File: config.mk
export PLATFORM = sky130hd
export DESIGN_NAME = hc595_receiver_flat
export DESIGN_NICKNAME = d
export VERILOG_FILES = /design/src/rtl/hc595_receiver_if.sv /design/src/rtl/hc595_receiver.sv /design/src/flat_wrapper.sv
export SDC_FILE = /design/constraint.sdc
export NUM_CORES = 1
export LEC_CHECK = 0
export CAP_MARGIN = 20
export CORE_UTILIZATION = 40
export CTS_BUF_LIST = sky130_fd_sc_hd__clkbuf_4 sky130_fd_sc_hd__clkbuf_8
export DETAILED_ROUTE_END_ITERATION = 10
export PLACE_DENSITY = 0.67
export SLEW_MARGIN = 20
export SYNTH_ARGS = -nofsm -noshare
export SYNTH_HDL_FRONTEND = slang
export SYNTH_SLANG_ARGS = --single-unit
File: constraint.sdc
create_clock -name clk -period 2.2 [get_ports clk]
set_clock_uncertainty 0.2 [all_clocks]
set_input_delay 0.66 -clock clk [delete_from_list [all_inputs] [get_ports clk]]
set_output_delay 0.66 -clock clk [all_outputs]
set_load 0.02 [all_outputs]
File: src/rtl/hc595_receiver_if.sv
// rtl/hc595_receiver_if.sv - 74HC595 receive-side pin and result bundle
interface hc595_receiver_if #(
    parameter int DATA_WIDTH = 16
);
    logic                  sh_cp;
    logic                  st_cp;
    logic                  ds;
    logic                  en;
    logic [DATA_WIDTH-1:0] data;
    logic                  data_valid;
    logic [4:0]            bit_cnt;
    logic                  frame_err;

    // Driver side: owns the serial pins and the enable, observes results
    modport master (
        output sh_cp, st_cp, ds, en,
        input  data, data_valid, bit_cnt, frame_err
    );

    // Receiver side
    modport slave (
        input  sh_cp, st_cp, ds, en,
        output data, data_valid, bit_cnt, frame_err
    );
endinterface

File: src/rtl/hc595_receiver.sv
// rtl/hc595_receiver.sv - oversampling 74HC595 shift/storage register receiver
module hc595_receiver #(
    parameter int DATA_WIDTH  = 16,
    parameter int SYNC_STAGES = 2
) (
    input  logic               clk,
    input  logic               reset_n,
    hc595_receiver_if.slave    bus
);
    localparam logic [4:0] C_FRAME_BITS = 5'(DATA_WIDTH);
    localparam logic [4:0] C_CNT_MAX    = 5'd31;

    logic [SYNC_STAGES-1:0] r_sh_sync;
    logic [SYNC_STAGES-1:0] r_st_sync;
    logic [SYNC_STAGES-1:0] r_ds_sync;
    logic                   r_sh_hist;
    logic                   r_st_hist;
    logic                   r_sh_rise;
    logic                   r_st_rise;
    logic                   r_ds_q;
    logic [DATA_WIDTH-1:0]  r_shreg;
    logic [DATA_WIDTH-1:0]  r_data;
    logic                   r_valid;
    logic [4:0]             r_bit_cnt;
    logic                   r_frame_err;
    logic                   w_sh_rise;
    logic                   w_st_rise;

    assign w_sh_rise = r_sh_sync[SYNC_STAGES-1] & ~r_sh_hist;
    assign w_st_rise = r_st_sync[SYNC_STAGES-1] & ~r_st_hist;

    // Synchronize all three pins with equal depth so ds stays aligned to sh_cp,
    // then register the rise pulses (and the matching ds sample) once more
    always_ff @(posedge clk) begin
        if (!reset_n) begin
            r_sh_sync <= '0;
            r_st_sync <= '0;
            r_ds_sync <= '0;
            r_sh_hist <= 1'b0;
            r_st_hist <= 1'b0;
            r_sh_rise <= 1'b0;
            r_st_rise <= 1'b0;
            r_ds_q    <= 1'b0;
        end else begin
            r_sh_sync <= {r_sh_sync[SYNC_STAGES-2:0], bus.sh_cp};
            r_st_sync <= {r_st_sync[SYNC_STAGES-2:0], bus.st_cp};
            r_ds_sync <= {r_ds_sync[SYNC_STAGES-2:0], bus.ds};
            r_sh_hist <= r_sh_sync[SYNC_STAGES-1];
            r_st_hist <= r_st_sync[SYNC_STAGES-1];
            r_sh_rise <= w_sh_rise;
            r_st_rise <= w_st_rise;
            r_ds_q    <= r_ds_sync[SYNC_STAGES-1];
        end
    end

    // Shift/storage behaviour; a coincident latch sees the pre-shift register
    // and the pre-increment count, and the shifted bit starts the next frame
    always_ff @(posedge clk) begin
        if (!reset_n) begin
            r_shreg     <= '0;
            r_data      <= '0;
            r_valid     <= 1'b0;
            r_bit_cnt   <= 5'd0;
            r_frame_err <= 1'b0;
        end else begin
            r_valid <= 1'b0;
            if (bus.en) begin
                if (r_sh_rise) begin
                    r_shreg <= {r_shreg[DATA_WIDTH-2:0], r_ds_q};
                    if (!r_st_rise && r_bit_cnt != C_CNT_MAX) begin
                        r_bit_cnt <= r_bit_cnt + 5'd1;
                    end
                end
                if (r_st_rise) begin
                    r_data      <= r_shreg;
                    r_valid     <= 1'b1;
                    r_frame_err <= (r_bit_cnt != C_FRAME_BITS);
                    r_bit_cnt   <= r_sh_rise ? 5'd1 : 5'd0;
                end
            end
        end
    end

    assign bus.data       = r_data;
    assign bus.data_valid = r_valid;
    assign bus.bit_cnt    = r_bit_cnt;
    assign bus.frame_err  = r_frame_err;
endmodule

File: src/flat_wrapper.sv
// flat-port wrapper written by rule: the top's interface ports become plain ports
module hc595_receiver_flat 
#(
    parameter int DATA_WIDTH  = 16,
    parameter int SYNC_STAGES = 2
)
  (clk, reset_n, bus_sh_cp, bus_st_cp, bus_ds, bus_en, bus_data, bus_data_valid, bus_bit_cnt, bus_frame_err);
  hc595_receiver_if #(.DATA_WIDTH(DATA_WIDTH)) bus_i ();
  input  logic clk;
  input  logic reset_n;
  input wire logic [$bits(bus_i.sh_cp)-1:0] bus_sh_cp;
  input wire logic [$bits(bus_i.st_cp)-1:0] bus_st_cp;
  input wire logic [$bits(bus_i.ds)-1:0] bus_ds;
  input wire logic [$bits(bus_i.en)-1:0] bus_en;
  output wire logic [$bits(bus_i.data)-1:0] bus_data;
  output wire logic [$bits(bus_i.data_valid)-1:0] bus_data_valid;
  output wire logic [$bits(bus_i.bit_cnt)-1:0] bus_bit_cnt;
  output wire logic [$bits(bus_i.frame_err)-1:0] bus_frame_err;
  assign bus_i.sh_cp = bus_sh_cp;
  assign bus_i.st_cp = bus_st_cp;
  assign bus_i.ds = bus_ds;
  assign bus_i.en = bus_en;
  assign bus_data = bus_i.data;
  assign bus_data_valid = bus_i.data_valid;
  assign bus_bit_cnt = bus_i.bit_cnt;
  assign bus_frame_err = bus_i.frame_err;
  hc595_receiver #(.DATA_WIDTH(DATA_WIDTH), .SYNC_STAGES(SYNC_STAGES)) u_core (.clk(clk), .reset_n(reset_n), .bus(bus_i));
endmodule
## Word level (Yosys, flattened, before mapping)

Cells that the tools add are included.

| cells by class | value |
|---|---|
| reductions and logical operators | 8 |
| bitwise operators | 4 |
| multiplexer cells | 5 |
| $add $sub $neg | 1 |
| equal/unequal tests | 2 |

Operators with widths:

| kind | number |
|---|---|
| 5-bit 2-to-1 mux | 3 |
| 5-bit != test, second input constant | 2 |
| 2-bit AND reduction | 3 |
| 5-bit by 1-bit adder with 5-bit output, second input constant | 1 |
| 2-bit nonzero test | 2 |
| 3-bit AND reduction | 1 |
| 1-bit bitwise AND | 2 |
| 1-bit 2-to-1 mux | 2 |
| 1-bit inverter | 2 |
| 1-bit logical AND | 1 |
| 1-bit logical NOT | 1 |

| storage, ports and cells | value |
|---|---|
| flip-flop bits (word level) | 50 |
| input bits | 6 |
| logic and storage cells | 33 |
| output and inout bits | 23 |

## Logic depth before layout (Yosys ltp)

Gate-level depths: netlist (run 1).

| depth | value |
|---|---|
| depth in word-level cells | 5 |
| gate-level depth with buffers | 6 |
| depth with buffers taken out | 6 |

## Worst setup path after synthesis (run 1)

Ideal clock, no wire load.

| path | value |
|---|---|
| path type | flip-flop to flip-flop |
| from | reg u_core.r_bit_cnt[0] (netlist: u_core.bus.bit_cnt[0]) |
| to | reg u_core.r_bit_cnt[1] (netlist: u_core.bus.bit_cnt[1]) |
| period minus slack after synthesis | 1847 ps |
| arrival | 1529 ps |
| library setup time | 117 ps |
| buffers on the path | 0 |
| cell stages (with the launch flop) | 7 |
| data required time | 1883 ps |
| setup slack | 353 ps |
| path through | dfxtp_1 ha_1 and3_1 ha_1 nor2b_1 o21ai_1 a32o_1 |

| between the ends | value |
|---|---|
| longest elaborated chain between the ends | 4 |
| elaborated cells on any way between the ends | 8 |
| classes of those cells | add/sub: 1; eq/ne: 1; mux: 3; reduce/logical: 3 |

RTL lines:

| element | line | text |
|---|---|---|
| start, declared | hc595_receiver.sv:24 | `logic [4:0] r_bit_cnt;` |
| start signal, assigned | hc595_receiver.sv:71 | `r_bit_cnt <= r_bit_cnt + 5'd1;` |
| start signal, assigned | hc595_receiver.sv:78 | `r_bit_cnt <= r_sh_rise ? 5'd1 : 5'd0;` |
| 5-bit by 1-bit adder with 5-bit output / 5-bit != test (equally long branches) | hc595_receiver.sv:71, hc595_receiver.sv:70 |  |
| 5-bit 2-to-1 mux / 1-bit logical AND (equally long branches) | hc595_receiver.sv:70 | `if (!r_st_rise && r_bit_cnt != C_CNT_MAX) begin` |
| 5-bit 2-to-1 mux / 2-bit nonzero test (equally long branches) | -- |  |
| 5-bit 2-to-1 mux / 3-bit AND reduction (equally long branches) | -- |  |

Parallel ways exist; a longest one is shown, timed or not. The select of a mux whose other input is x is not followed.
A chain may end at the register's enable or synchronous reset.

## Final worst setup path (run 1)

| path | value |
|---|---|
| from | reg u_core.r_data[0] (netlist: u_core.bus.data[0]) |
| to | out bus_data[0] |

RTL lines:

| element | line | text |
|---|---|---|
| start, declared | hc595_receiver.sv:22 | `logic [DATA_WIDTH-1:0] r_data;` |
| start signal, assigned | hc595_receiver.sv:75 | `r_data <= r_shreg;` |
| end, declared | flat_wrapper.sv:15 | `output wire logic [$bits(bus_i.data)-1:0] bus_data;` |

No word-level cell between the ends.

==> results of run 1 <==
## layout by cell type, fill, tap and decap left out, types with 2 or more instances in the layout
cell type	instances
dfxtp_1	50
nand2_1	34
clkdlybuf4s50_1	23
a22o_1	17
and2_1	11
a21boi_1	11
a21boi_0	6
clkbuf_8	6
buf_4	6
dlymetal6s2s_1	4
inv_1	3
nor2b_1	3
ha_1	3
and3_1	2
nand2b_1	2
o21ai_0	2
a32o_1	2
buf_12	2
## cells in the mapped netlist
cell type	count
dfxtp_1	50
nand2_1	34
a22o_1	17
a21boi_1	11
and2_1	11
a21boi_0	6
buf_2	3
buf_4	3
ha_1	3
inv_1	3
nor2b_1	3
a32o_1	2
and3_1	2
clkbuf_1	2
nand2b_1	2
o21ai_0	2
and4_1	1
buf_1	1
buf_6	1
mux2i_1	1
nand2_2	1
nand3_1	1
nand3b_1	1
nor4b_2	1
o211ai_1	1
o21ai_1	1
o2bb2ai_1	1
o311ai_0	1
or4bb_1	1
## logic make-up (layout without fill, tap and decap cells)
kind of cell / after synthesis / in the layout
adder cells (fa/ha/maj): 3 / 3
flip-flops: 50 / 50
buffers and inverters: 13 / 47
AO/OA/AOI/OAI: 42 / 42
multiplexers: 1 / 1
AND/OR/NAND/NOR: 58 / 58
## registers in the layout (all words and copies together), names as in the netlist
| register | count |
|---|---|
| u_core.bus.bit_cnt | 5 |
| u_core.bus.data | 16 |
| u_core.bus.data_valid | 1 |
| u_core.bus.frame_err | 1 |
| u_core.r_ds_q | 1 |
| u_core.r_ds_sync | 2 |
| u_core.r_sh_hist | 1 |
| u_core.r_sh_rise | 1 |
| u_core.r_sh_sync | 2 |
| u_core.r_shreg | 16 |
| u_core.r_st_hist | 1 |
| u_core.r_st_rise | 1 |
| u_core.r_st_sync | 2 |
## area by class of cell
| cell class | instances | area share |
|---|---|---|
| multi-input cells | 104 | 0.3052 |
| flip-flops and latches | 50 | 0.4505 |
| well taps | 50 | 0.02815 |
| clock inverters | 1 | 0.002252 |
| inverters | 3 | 0.005068 |
| clock buffers | 7 | 0.04054 |
| repair buffers | 36 | 0.1684 |
## how the worst max path moves through the flow
stage / startpoint / to / slack [ns] / cells past startpoint
2_1_floorplan: u_core.bus.bit_cnt[0] / u_core.bus.bit_cnt[1] / 0.35 / 6
3_3_place_gp: reset_n / u_core.bus.data[7] / -0.03 / 3
3_5_place_dp: bus_en / u_core.bus.data[6] / -0.10 / 3
4_1_cts: u_core.bus.bit_cnt[0] / bus_bit_cnt[0] / 0.01 / 1
5_1_grt: u_core.bus.data[13] / bus_data[13] / 0.03 / 1
6_report: u_core.bus.data[0] / bus_data[0] / 0.06 / 1
## routing by layer
layer	global-route usage	vias up	routed length, um	share of wire
li1	-	640	-	-
met1	0.1879	592	1437	0.47
met2	0.2426	22	1492	0.48
met3	0.04000	6	91	0.030
met4	0.08594	0	60	0.019
met5	0	-	0	0
## power by group
part           switching (mW)  internal [mW]
clock                   0.289          0.266
sequential            0.00404          0.913
combinational          0.0284         0.0326
## through the flow
stage | cells | instance area, sq um | hold WS [ns]
2_1_floorplan | 167 | 1750 | 0.1674
3_3_place_gp | 243 | 2118 | 0.1723
3_5_place_dp | 243 | 2118 | 0.1763
4_1_cts | 251 | 2212 | 0.1879
5_1_grt | 251 | 2222 | 0.2009
6_report | 251 | 2222 | 0.1832
==> key figures, run 1 <==
Pwr
  • Total power divided by cell area: around 690 nW/um^2
  • VDD IR max: 0.5407 mV
  • Leak Pwr: 0.9060 nW
  • Total power: 1.533 mW

Timing
  • Max Fclk: 468.3 MHz
  • Measured slew at the worst slew-check pin: around 0.7 ns
  • Pins Over Slew Limit: 0
  • Final hold vios: 0
  • Crit share post-route: 0.9706
  • Slew headroom: 0.5456
  • Final setup TNS: 0 ns
  • Setup violations, final: 0
  • RSZ-0062 raised after global routing: no
  • Worst Setup Slack, final: 0.06476 ns
  • Fin crit period: 2.135 ns

Worst setup path
  • CP Class: flop to output pin
  • Reg-to-reg slack, setup: 0.24 ns
  • Req. time, crit path: 1.34 ns
  • Crit path launch type: flop
  • Buf/Inv on CP: 1
  • Slowest cell on crit path: clkdlybuf4s50_1
  • Critical R2R Capture: u_core.bus.bit_cnt[1]
  • Crit-path max FO: 2
  • Delay-heaviest family, CP: buffers and inverters
  • R2R cell count: 6
  • WP data arrival: 1.28 ns
  • CP Capture Type: output pin
  • Worst R2R Start: u_core.bus.bit_cnt[0]
  • Critical-path cell list: clkdlybuf4s50_1
  • Crit-path max cell delay: 0.61 ns

Clock network
  • Hold_buf cts: 0
  • CTS tree: built
  • Skew-Pair Late Insertion Delay: about 0.30 ns
  • Post-CTS sizing: 1
  • Root Buffer: clkbuf_8
  • # clock sinks: 50
  • CTS Buffer Depth: 2
  • Reg clk slew, reported paths: 0.09 ns
  • H-tree depth: 2
  • Postcts setup bufs: 0
  • CTS Buf Count: 5

Synth
  • Largest area contributor in the netlist: dfxtp_1
  • Top cell type's share of synthesized area: 0.5718
  • Synth Area in Simple Gates: 0.1680
  • Synth Area in Adders: 0.02144
  • Seq/Total Area, Yosys: 0.5718
  • Multiplexer share of the synthesized area: 0.005718
  • Synth Area in Compound Gates: 0.1923
  • Largest family of logic cells by synthesized area: compound AO/OA/AOI/OAI gates
  • Cell count after synthesis: 167
  • Yosys reg bits: 50
  • Synth Area in XOR/XNOR: 0
  • Yosys warns: 0
  • Syn Std Cell Area: 1750 sq um
  • Top cells by area, synth: dfxtp_1 (57%), a22o_1 (8.5%), nand2_1 (7.3%)
  • Synthesized Nets: 176
  • Distinct cell type count after synthesis: 29
  • Avg Cell Area, Syn: 10.48 sq um

Status
  • Status: complete, no violations

GRT
  • Remaining Overflow, GRT: 0
  • Gr usage total: 0.1535
  • Vias in the first global route: about 1,100
  • Global-route wire length before repair: 5168 um
  • Pin count of the biggest net entering global routing: 19
  • Initial antenna violation count: 0

Route
  • Wire per inst: 12.28 um
  • Initial detailed-routing violation count: 60
  • DRC errors left: 0
  • Number of vias per cell: 5.020
  • Router iterations before antenna repair: 4
  • Routed WL: 3082 um
  • Post-route antenna net violation count: 0
  • DR vias: 1,260

Cells and area
  • Final core occ: 0.5438
  • Ant. Diodes: 0
  • Area delta synth->final: 26.95%
  • # nets final: 209
  • Fillers: 370
  • Register area: 1001 sq um
  • Multi-input logic area: ~680 sq um
  • Layout cells sized above 1: 0.08955

Hold path
  • WHS Endpoint: u_core.r_st_rise
  • Hold Path Class: flop to flop
  • Hold depth: 1
  • Hold_sp: u_core.r_st_hist

Placed design
  • Final Wtd Congestion: a little under 0.9
  • Pre-CTS WS: -0.1034 ns
  • Port Buffers: 28
  • DP Wirelength: around 2100 um

Floorplan
  • Core ar.: 4086 sq um
  • Row cnt: 23
  • Starting Density: 0.4284
  • Boundary pin count: 29
  • Die span in y: between 60 and 70 um
  • Die X: approximately 70 um
  • Full die area: around 4600 sq um

Run
  • Max_cap viols: 0
No activity file was read; power rests on OpenSTA's default activity.
==> run 2: changes to the inputs <==
- TNS_END_PERCENT: not set -> 1
==> results of run 2 <==
Final layout, timing and power as in run 1 (identical DEF).
